--- src/rtl/conv2_window_buf.sv ---
// conv2_window_buf: two-row line buffer plus 3x3 register window emitting flat binary windows
module conv2_window_buf #(
  parameter int IMG_W  = 13,
  parameter int IMG_H  = 13,
  parameter int NUM_CH = 8
) (
  input  logic                  clk,
  input  logic                  rst_n,
  input  logic                  valid_in,
  input  logic [NUM_CH-1:0]     pixel_in,
  output logic [9*NUM_CH-1:0]   pixel_windows,
  output logic                  valid_in_buf,
  output logic                  frame_done
);
  localparam int CW = $clog2(IMG_W);
  localparam int RW = $clog2(IMG_H);
  logic [CW-1:0]     col;
  logic [RW-1:0]     row;
  logic [NUM_CH-1:0] lb0 [IMG_W];
  logic [NUM_CH-1:0] lb1 [IMG_W];
  logic [NUM_CH-1:0] win [3][3];
  logic [NUM_CH-1:0] nwin [3][3];
  logic [9*NUM_CH-1:0] flat;
  logic col_end, row_end, emit;
  assign col_end = col == CW'(IMG_W - 1);
  assign row_end = row == RW'(IMG_H - 1);
  assign emit    = valid_in && col >= CW'(2) && row >= RW'(2);
  always_comb begin
    for (int i = 0; i < 3; i++) begin
      nwin[i][0] = win[i][1];
      nwin[i][1] = win[i][2];
    end
    nwin[0][2] = lb1[col];
    nwin[1][2] = lb0[col];
    nwin[2][2] = pixel_in;
    flat = '0;
    for (int h = 0; h < NUM_CH; h++)
      for (int i = 0; i < 3; i++)
        for (int j = 0; j < 3; j++)
          flat[h*9 + i*3 + j] = nwin[i][j][h];
  end
  always_ff @(posedge clk) begin
    if (valid_in) begin
      lb1[col] <= lb0[col];
      lb0[col] <= pixel_in;
    end
  end
  always_ff @(posedge clk or negedge rst_n) begin
    if (!rst_n) begin
      col           <= '0;
      row           <= '0;
      pixel_windows <= '0;
      valid_in_buf  <= 1'b0;
      frame_done    <= 1'b0;
      for (int i = 0; i < 3; i++)
        for (int j = 0; j < 3; j++)
          win[i][j] <= '0;
    end else begin
      valid_in_buf <= emit;
      frame_done   <= emit && col_end && row_end;
      if (valid_in) begin
        col <= col_end ? '0 : col + 1'b1;
        row <= col_end ? (row_end ? '0 : row + 1'b1) : row;
        win <= nwin;
      end
      if (emit) pixel_windows <= flat;
    end
  end
endmodule

--- config.mk ---
export PLATFORM = sky130hd
export DESIGN_NAME = conv2_window_buf
export DESIGN_NICKNAME = d
export VERILOG_FILES = /design/src/rtl/conv2_window_buf.sv
export SDC_FILE = /design/constraint.sdc
export NUM_CORES = 1
export LEC_CHECK = 0
export CAP_MARGIN = 20
export CELL_PAD_IN_SITES_DETAIL_PLACEMENT = 1
export CELL_PAD_IN_SITES_GLOBAL_PLACEMENT = 2
export CORE_ASPECT_RATIO = 1.2
export CORE_MARGIN = 4
export CORE_UTILIZATION = 48
export CTS_CLUSTER_SIZE = 20
export DETAILED_ROUTE_END_ITERATION = 10
export PLACE_DENSITY_LB_ADDON = 0.1
export SLEW_MARGIN = 10
export SYNTH_ARGS = -nofsm -noshare
export SYNTH_HDL_FRONTEND = slang
export SYNTH_SLANG_ARGS = --single-unit
--- constraint.sdc ---
create_clock -name clk -period 6.6 [get_ports clk]
set_input_delay 0.66 -clock clk [delete_from_list [all_inputs] [get_ports clk]]
set_output_delay 0.66 -clock clk [all_outputs]
set_load 0.01 [all_outputs]
# Word level (Yosys, flattened, before mapping)
# Memories as Yosys holds them, arrays and structs flattened.
# Index checks and enable logic that the tools add are counted.
# word_totals
wordCells	28
ramBits	208
reg_bits	130
mem_count	2
# memory_table
name	words	word_bits	rd	rd_clocked_by_memory_dff	wr	line	text
lb0	13	8	1	0	1	19	logic [NUM_CH-1:0] lb0 [IMG_W];
lb1	13	8	1	0	1	20	logic [NUM_CH-1:0] lb1 [IMG_W];
# classes
addsub	2
mux	4
reduce_logical	5
n_lt_le_gt_ge	2
n_eq_ne	2
# ops
op	n
adder 4 x 1 -> 4 bit, second input constant	2
== test 4 bit, second input constant	2
>= comparator 4 x 2 -> 1 bit, second input constant	2
2-to-1 mux 4 bit	2
logical AND 1 bit	4
2-to-1 mux 1 bit	2
AND reduction 2 bit	1

# Longest topological paths before layout
# Gate-level depths: netlist of the first run.
# depth
word_depth	5
depth_mapped	10

# Worst setup path before layout of the first run
# OpenSTA, ideal clock, no wires.
# synth_path
path_type	input to register
from	input valid_in
to	memory lb0[1][0] (enable)
t_arrival_ns	2.573
setup_slack_ns	3.618
n_path_buf	2
path_stages	4
setup_ns	0.409
path_cell_list	clkbuf_1 > clkbuf_1 > nand2_1 > nor3_1
# synth_between
elab_chain_len	2
# synth_rtl
element	line	text
from (decl)	9	input logic valid_in,
2-to-1 mux 1 bit	43	if (valid_in) begin
2-to-1 mux 1 bit (implied by the code)	45	lb0[col] <= pixel_in;
to (decl)	19	
# No other way between the ends.

# Worst setup path after layout of the first run
# layout_path
from	register col[0]
to	register win, in the netlist flat[31]
# layout_between
elab_chain_len	1
# layout_rtl
element	line	text
from (decl)	17	logic [CW-1:0] col;
from (signal assigned)	62	col <= col_end ? '0 : col + 1'b1;
memory (13 x 8 bit)	n/a	
via flat[32]	23	logic [9*NUM_CH-1:0] flat;
to (signal assigned)	64	win <= nwin;
to (decl)	21	logic [NUM_CH-1:0] win [3][3];
# The timed path passes the listed nets, and every way through them passes these cells.
# A chain may end at the register's enable or synchronous reset.

==> results by group, run 1 <==
Floorplanning
  • Die Wd: between 150 and 200 um
  • # rows: 65
  • Starting Density: between 40% and 50%
  • Chip Height: ~190 um
  • Die ar.: 29900 um^2
  • IO Pins: between 80 and 90
  • Core area: 26500 um^2

Timing
  • Top achievable clock speed: ~290 MHz
  • Worst Tran Pin Value: 0.966 ns
  • Unrepaired setup endpoints after global routing: no
  • Tcrit/Tclk final: a little over half
  • Setup Viol. Count Final: 0
  • Post-layout min period: 3.45 ns
  • Final setup TNS: 0 ns
  • Max-slew headroom: approximately 36%
  • Final slew viol count: 0
  • Endpoints failing hold: 0
  • Setup Skew: about 0.017 ns

Clock tree
  • Worst-Skew Late Latency: about 0.5 ns
  • Clock transition at path regs: 0.06 ns
  • # clock sinks: roughly 340
  • Max Root-Sink Buffers: 3
  • Post-CTS Setup Bufs: 0
  • Hold Buf Count CTS: 0
  • Clk root buf: clkbuf_16
  • Cts repair resizes: 0
  • CTS buffer count: 34
  • H-tree depth: 2
  • TritonCTS clock tree: done

Job
  • Number of max-cap violations: 0

Synthesis
  • Primary FF master, synth: edfxtp_1
  • Yosys warning count: 0
  • Syn Nets: between 700 and 800
  • Sequential-to-total area share from yosys stat: between 70% and 80%
  • Async SR Flop Fraction: 38.5%
  • Syn_area_per_cell: roughly 18 um^2
  • Mapped Cells: 740
  • Seq cells post-synth: roughly 340
  • Post-synth EDFFs: 208
  • Post-synth cell types: 35
  • Area of the mapped netlist: ~13000 um^2

Place
  • Placed insts: 1137
  • GPL Wtd Cong: 0.737
  • Number of I/O port buffers: 84
  • Hpwl dp: around 18000 um

Global route
  • First-pass GRT wire length: ~46000 um
  • Largest net degree at the start of global routing: 75
  • Initial antenna violation count: 0
  • Vias in the first global route: just under 8000
  • Grt total ovfl: 0
  • Total GRT Usage: 19.9%

Setup path
  • RR Endpoint: flat[31]
  • Critical path arrival: 3.84 ns
  • R2R setup slack: around 3.1 ns
  • Capturing element type of the critical path: flop
  • Setup CP Type: flop to flop
  • Maximum net fanout on the critical path: 58
  • CP Capture Point: flat[31]
  • Crit path from: col[0]
  • R2r startpoint: col[0]
  • Worst reg-to-reg path cell count: 5
  • Worst EP required: between 6 and 7 ns
  • Worst Setup Start Kind: flop

Outcome
  • Status: finished clean

Route
  • Final ANT Viol Nets: 0
  • WL final: approximately 29000 um
  • # DRC: 0
  • Pre-antenna DRT Iters: 7
  • DR vias/cell: around 5.7
  • Avg WL per Cell: between 20 and 25 um
  • Vias: around 6900
  • 1st-iter DRT viols: 385

Pwr
  • VDD IR-drop max: approximately 0.00024 V
  • Final Total Pwr: approximately 0.0077 W
  • Leak pwr: ~5.6 nW
  • PD cells: roughly 500 nW/um^2

Cells and area
  • Non-Filler Instances: 1199
  • P&R area growth vs syn: 18.0%
  • Most frequent cells in the layout: 208 x edfxtp_1, 157 x mux2_2, 129 x dfrtp_1
  • Final net count: roughly 860
  • Commonest non-fill, non-tap cell in the layout: edfxtp_1
  • Share of layout cells above drive strength 1: 28.7%
  • Antenna diodes: 0

Hold path
  • Worst hold path type: primary input to async pin
## per-layer routing
metal / global-route usage [%] / share of wire [%] / up-vias
li1: - / - / 3013
met5: 0 / 0 / -
met2: 33.5 / 50 / 161
met4: 4.07 / 1.3 / 0
met3: 4.36 / 5.7 / 33
met1: 26.8 / 43 / 3643
## flip-flops by register name, summed over array words and instances (netlist names)
| name | count |
|---|---|
| valid_in_buf | 1 |
| flat | 48 |
| pixel_windows | 72 |
| lb1 | 104 |
| lb0 | 104 |
| col | 4 |
| frame_done | 1 |
| row | 4 |
## cells by family (layout without fill, tap and decap cells)
logic type | count (synthesis) | in the layout | share of synthesized area [%]
flip-flops | 338 | 338 | 72.8
multiplexers | 200 | 200 | 17.5
AO/OA/AOI/OAI | 72 | 72 | 4.03
AND/OR/NAND/NOR | 72 | 72 | 2.86
buffers and inverters | 47 | 171 | 1.94
adder cells (fa/ha/maj) | 7 | 7 | 0.671
XOR/XNOR | 4 | 4 | 0.268
## report_power, final
group / switching (W) / internal (W)
Sequential: 0.000378 / 0.00301
Clock: 0.000759 / 0.00115
Combinational: 0.00124 / 0.00115
## worst max-delay path, stage by stage (launching register included)
cell and delay (ns):
dfrtp_4 0.98, buf_4 0.63, mux2_2 0.41, a222oi_1 0.33
nand3_1 0.48, mux2_2 0.45
## cells in the mapped netlist (3+ instances only)
cell / instances / area, um^2
mux2_4: 8 / 120
nand2_1: 16 / 60.1
buf_4: 6 / 45.0
xor2_1: 3 / 26.3
buf_6: 5 / 56.3
o21ai_0: 13 / 65.1
ha_1: 7 / 87.6
nor3_1: 4 / 20.0
clkbuf_1: 16 / 60.1
mux2_1: 35 / 394
nand3_1: 10 / 50.1
nor2_1: 21 / 78.8
and3_1: 9 / 56.3
a222oi_1: 16 / 160
inv_1: 5 / 18.8
dfrtp_1: 130 / 3250
mux2_2: 157 / 1770
a22oi_1: 32 / 240
nor3b_2: 3 / 37.5
edfxtp_1: 208 / 6250
a21oi_1: 9 / 45.0
buf_2: 12 / 60.1
## layout make-up
type | count | area, um^2
clock buffer | 52 | 1020
clock inverter | 9 | 96.3
fill | 2375 | 11100
inverter | 6 | 22.5
multi-input combinational | 355 | 3330
sequential | 338 | 9500
tap | 335 | 419
timing repair buffer | 104 | 1010
## metrics by stage
step	hold WS (ns)	area (um^2)	utilization, %	setup slack, ns
after floorplan	0.364	13100	-	3.62
after global placement	0.463	14300	53.8	3.29
after detailed placement	0.473	14300	53.8	3.15
after CTS	0.148	15400	58.0	3.13
after global routing	0.169	15400	58.1	2.95
final	0.136	15400	58.1	3.15
## worst min-delay path by stage
stage	startpoint	to	slack [ns]	cells after the start
3_5_place_dp	flat[66]	pixel_windows[66]	0.47	1
4_1_cts	rst_n	flat[36]	0.15	1
3_3_place_gp	flat[57]	pixel_windows[57]	0.46	1
5_1_grt	rst_n	flat[36]	0.17	1
2_1_floorplan	rst_n	col[0]	0.36	0
6_report	rst_n	flat[36]	0.14	1
Power figures use the tool's default switching activity.
==> run 2, diff against run 1 <==
Settings changed: CORE_UTILIZATION 48 to 44.
Clock period 6.6 ns to 3.4 ns, I/O delays scaled along.
==> results by group, run 2 (synthesis gave the netlist of run 1 again) <==
Pwr
  • VDD IR-drop max: 0.000570 V
  • Part of the power in registers: 41.8%
  • Comb pwr share: between 30% and 40%
  • Sw power: between 0.004 and 0.005 W
  • Final Total Pwr: between 0.015 and 0.02 W
  • Int Pwr: between 0.01 and 0.015 W
  • Leak pwr: 5.74 nW
  • Sw frac: a little under a third
  • Part of the power in the clock network: 25.8%
  • PD cells: 975 nW/um^2

Global route
  • Vias in the first global route: 7667
  • Grt total ovfl: 0
  • Total GRT Usage: between 10% and 20%
  • First-pass GRT wire length: around 47000 um
  • Initial antenna violation count: 1
  • Largest net degree at the start of global routing: between 80 and 90

Route
  • Avg WL per Cell: about 24 um
  • Vias: 6944
  • WL final: 30700 um
  • Final ANT Viol Nets: 0
  • # DRC: 0
  • 1st-iter DRT viols: between 300 and 400
  • DR vias/cell: 5.49
  • Pre-antenna DRT Iters: 5

Setup path
  • Slowest stage delay, CP: 0.51 ns
  • Critical Path, Cell by Cell: buf_12, mux2_4, a222oi_1, nand3_1, mux2_2
  • Worst Setup Start Kind: flop
  • CP max stage cell: a222oi_1
  • Critical path arrival: approximately 3 ns
  • Maximum net fanout on the critical path: 74
  • Worst EP required: approximately 3.8 ns
  • R2r startpoint: col[0]
  • RR Endpoint: flat[40]
  • R2R setup slack: 0.71 ns
  • Crit path from: col[0]
  • Worst reg-to-reg path cell count: 5
  • Setup CP Type: flop to flop
  • Capturing element type of the critical path: flop

Timing
  • Worst Tran Pin Value: 0.837 ns
  • Endpoints failing hold: 0
  • Top achievable clock speed: about 370 MHz
  • Max-slew headroom: between 40 and 50%
  • Setup Viol. Count Final: 0
  • Final slew viol count: 0
  • Setup Skew: between 0.02 and 0.025 ns
  • Unrepaired setup endpoints after global routing: no
  • Final setup TNS: 0 ns
  • Post-layout min period: ~2.7 ns
  • Tcrit/Tclk final: a little under 80%

Clock tree
  • Post-CTS Setup Bufs: 0
  • H-tree depth: 2
  • # clock sinks: 338
  • Clk root buf: clkbuf_16
  • Worst-Skew Late Latency: about 0.52 ns
  • Clock transition at path regs: ~0.06 ns
  • Hold Buf Count CTS: 1
  • Max Root-Sink Buffers: 3
  • Cts repair resizes: 0
  • TritonCTS clock tree: done
  • CTS buffer count: 36

Cells and area
  • Antenna diodes: 0
  • Register area: between 9000 and 10000 um^2
  • Commonest non-fill, non-tap cell in the layout: edfxtp_1
  • Final net count: 870
  • Fill count: ~2700
  • Design area: approximately 16000 um^2
  • P&R area growth vs syn: 19.7%
  • Multi-input gate area: between 3000 and 4000 um^2
  • Largest regs: lb0 x104, lb1 x104, pixel_windows x72
  • Share of layout cells above drive strength 1: ~29%
  • Most frequent cells in the layout: 208 x edfxtp_1, 157 x mux2_2, 129 x dfrtp_1

Hold path
  • Worst hold path type: primary input to flop
  • Hold Path Stages: 2
  • Worst Hold Path EP: col[1]
  • Hold_sp: valid_in

Floorplanning
  • Die Wd: between 150 and 200 um
  • IO Pins: 85
  • Die ar.: 32500 um^2
  • Core area: about 29000 um^2
  • # rows: 68
  • Chip Height: 197 um
  • Starting Density: a little under half

Job
  • Number of max-cap violations: 0

Place
  • GPL Wtd Cong: about 0.75
  • Hpwl dp: 18700 um
  • Placement Cell Area: ~14000 um^2
  • Number of I/O port buffers: 84

Outcome
  • Status: finished clean
==> run 2: cell types whose count changed in the layout (fill, tap and decap cells not counted) <==
cell           change
buf_4              +8
clkbuf_8           -4
buf_12             +3
bufinv_16          +3
clkinv_1           +3
inv_6              +2
buf_16             -1
dlygate4sd3_1      +1
==> run 2: area by class of cell <==
| cell class | count | share of cell area, % |
|---|---|---|
| repair buffers | 115 | 7.10 |
| flip-flops and latches | 338 | 60.8 |
| well taps | 385 | 3.08 |
| clock inverters | 17 | 1.38 |
| multi-input cells | 355 | 21.3 |
| clock buffers | 48 | 6.19 |
| inverters | 6 | 0.144 |
==> run 2: worst max-delay path by stage <==
stage / endpoint / slack [ns] / cells past startpoint
5_1_grt: pixel_windows[50] / 0.56 / 5
2_1_floorplan: lb0[0][0] / 0.72 / 6
6_report: flat[40] / 0.71 / 5
4_1_cts: flat[40] / 0.70 / 5
3_5_place_dp: pixel_windows[41] / 0.72 / 5
3_3_place_gp: pixel_windows[41] / 0.81 / 5
==> run 2: layer usage <==
layer | vias up | global-route usage (%) | wire length (um)
li1 | 3049 | - | -
met1 | 3663 | 25.3 | 12900
met2 | 181 | 32.3 | 15500
met3 | 51 | 4.23 | 1700
met4 | 0 | 5.52 | 713
met5 | - | 0 | 0
==> run 2: through the flow <==
| stage | hold WS, ns | cells | util [%] | setup slack, ns |
|---|---|---|---|---|
| after global placement | 0.436 | 1198 | 49.8 | 0.809 |
| after CTS | 0.166 | 1264 | 53.9 | 0.697 |
| after floorplan | 0.0444 | 740 | - | 0.724 |
| final | 0.196 | 1264 | 53.9 | 0.714 |
| after global routing | 0.214 | 1264 | 53.9 | 0.561 |
| after detailed placement | 0.454 | 1198 | 49.8 | 0.715 |
==> run 2: power by group through the flow <==
stage / clock, W / combinational [W] / sequential (W)
detailed placement: 0 / 0.00500 / 0.00645
floorplan: 0 / 0.00275 / 0.00646
CTS: 0.00404 / 0.00503 / 0.00639
global route: 0.00421 / 0.00536 / 0.00650
global placement: 0 / 0.00483 / 0.00639
finish: 0.00394 / 0.00494 / 0.00637
==> run 2: critical path: cells and delay by family (launching register included) <==
kind,cells,cell delay [ns]
flops,1,0.43
compound gates,1,0.51
mux,2,0.75
buf+inv,1,0.33
simple gates,1,0.45
==> run 3, diff against run 2 <==
Clock period 3.4 ns to 2.6 ns, I/O delays scaled along.
==> results by group, run 3 (synthesis gave the netlist of run 1 again) <==
Pwr
  • Leak pwr: slightly below 6 nW
  • PD cells: roughly 1300 nW/um^2
  • Int Pwr: roughly 0.014 W
  • VDD IR-drop max: approximately 0.00062 V
  • Part of the power in registers: approximately 41%
  • Comb pwr share: between 30% and 40%
  • Sw frac: between 30 and 40%
  • Part of the power in the clock network: between 20% and 30%
  • Sw power: approximately 0.0062 W

Job
  • Number of max-cap violations: 0

Route
  • Avg WL per Cell: roughly 23 um
  • # DRC: 0
  • Final ANT Viol Nets: 0
  • 1st-iter DRT viols: between 400 and 500
  • Pre-antenna DRT Iters: 7
  • WL final: around 30000 um
  • DR vias/cell: between 5 and 6
  • Vias: roughly 6900

Setup path
  • R2R setup slack: between 0.2 and 0.25 ns
  • RR Endpoint: flat[46]
  • Worst Setup Start Kind: flop
  • R2r startpoint: col[0]
  • CP Capture Point: flat[46]
  • Maximum net fanout on the critical path: 36
  • Worst EP required: 2.95 ns
  • Capturing element type of the critical path: flop
  • Critical path arrival: roughly 2.7 ns
  • Setup CP Type: flop to flop
  • Crit path from: col[0]
  • Worst reg-to-reg path cell count: 6

Global route
  • Vias in the first global route: 7779
  • Met1 global-route usage: 25.1%
  • Met3 global-route usage: about 4.1%
  • Initial antenna violation count: 0
  • Total GRT Usage: 18.9%
  • Met2 usage: 31.8%
  • Grt total ovfl: 0
  • First-pass GRT wire length: roughly 47000 um
  • Gr busiest metal: met2
  • Largest net degree at the start of global routing: between 80 and 90

Floorplanning
  • Starting Density: a little under half
  • IO Pins: 85
  • Core area: 29000 um^2
  • Chip Height: roughly 200 um
  • # rows: roughly 70
  • Die ar.: 32500 um^2
  • Die Wd: ~170 um

Clock tree
  • CTS buffer count: 35
  • Post-CTS Setup Bufs: 0
  • H-tree depth: 2
  • TritonCTS clock tree: done
  • # clock sinks: roughly 340
  • Clock transition at path regs: approximately 0.060 ns
  • Cts repair resizes: 0
  • Clk root buf: clkbuf_16
  • Hold Buf Count CTS: 1
  • Worst-Skew Late Latency: between 0.5 and 0.6 ns
  • Max Root-Sink Buffers: 3

Timing
  • Max-slew headroom: 45.0%
  • Top achievable clock speed: ~420 MHz
  • Post-layout min period: between 2 and 2.5 ns
  • Endpoints failing hold: 0
  • Setup Skew: 0.0155 ns
  • Setup Viol. Count Final: 0
  • Worst Tran Pin Value: just over 0.8 ns
  • Unrepaired setup endpoints after global routing: no
  • Final setup TNS: 0 ns
  • Tcrit/Tclk final: between 90 and 100%
  • Final slew viol count: 0

Outcome
  • Status: finished clean

Place
  • GPL Wtd Cong: roughly 0.8
  • Number of I/O port buffers: 84
  • Placement Cell Area: 14600 um^2
  • Hpwl dp: 18900 um

Cells and area
  • Most frequent cells in the layout: 208 x edfxtp_1, 157 x mux2_2, 129 x dfrtp_1
  • Design area: between 15000 and 20000 um^2
  • Final net count: slightly below 900
  • Antenna diodes: 0
  • P&R area growth vs syn: 20.9%
  • Commonest non-fill, non-tap cell in the layout: edfxtp_1
  • Largest regs: lb0 x104, lb1 x104, pixel_windows x72
  • Share of layout cells above drive strength 1: 31.0%

Hold path
  • Worst hold path type: primary input to flop
  • Hold Path Stages: 3
run 3: changes by cell type in the layout (fill, tap and decap cells not counted), sizes merged:
cell / before / now
inv: 8 / 7
clkinv: 9 / 11
buf: 32 / 49
bufinv: 5 / 4
clkbuf: 48 / 46
run 3: worst max-delay path: stages, from the launching register on:
cell	delay (ns)
dfrtp_4	0.59
buf_12	0.27
buf_4	0.25
mux2_2	0.36
a222oi_1	0.36
and3_1	0.26
a21oi_1	0.08
run 3: layout make-up:
class                   instances  area (um^2)
repair buffers                132         1270
inverters                       6         22.5
fillers                      2685        13200
multi-input cells             355         3330
flip-flops and latches        338         9500
clock inverters                17          185
well taps                     385          482
clock buffers                  46          980
run 3: worst min path at each step:
stage | slack, ns | to | startpoint
global placement | 0.37 | flat[60] | rst_n
floorplan | -0.04 | col[0] | rst_n
detailed placement | 0.39 | pixel_windows[60] | rst_n
finish | 0.17 | col[1] | valid_in
global route | 0.17 | col[1] | valid_in
CTS | 0.14 | col[1] | valid_in
run 3: stage by stage:
| stage | util [%] | setup slack (ns) | std cells | total power [W] | hold slack (ns) |
|---|---|---|---|---|---|
| after detailed placement | 50.3 | 0.224 | 1215 | 0.0153 | 0.394 |
| after global placement | 50.3 | 0.268 | 1215 | 0.0150 | 0.373 |
| after CTS | 54.4 | 0.213 | 1279 | 0.0205 | 0.141 |
| after global routing | 54.4 | 0.0939 | 1279 | 0.0213 | 0.170 |
| final | 54.4 | 0.228 | 1279 | 0.0202 | 0.166 |
| after floorplan | - | 0.0180 | 740 | 0.0121 | -0.0356 |
run 3: power groups by stage:
| stage | combinational, W | sequential (W) | clock, W |
|---|---|---|---|
| after detailed placement | 0.00687 | 0.00846 | 0 |
| after global placement | 0.00666 | 0.00838 | 0 |
| after global routing | 0.00738 | 0.00853 | 0.00544 |
| after CTS | 0.00692 | 0.00839 | 0.00518 |
| after floorplan | 0.00360 | 0.00845 | 0 |
| final | 0.00681 | 0.00836 | 0.00504 |
run 3: routing by layer:
layer / up-vias / part of all wire (%) / wire length (um)
li1: 3090 / - / -
met1: 3596 / 43 / 12600
met2: 145 / 50 / 14900
met3: 47 / 5.2 / 1550
met4: 0 / 1.9 / 572
met5: - / 0 / 0
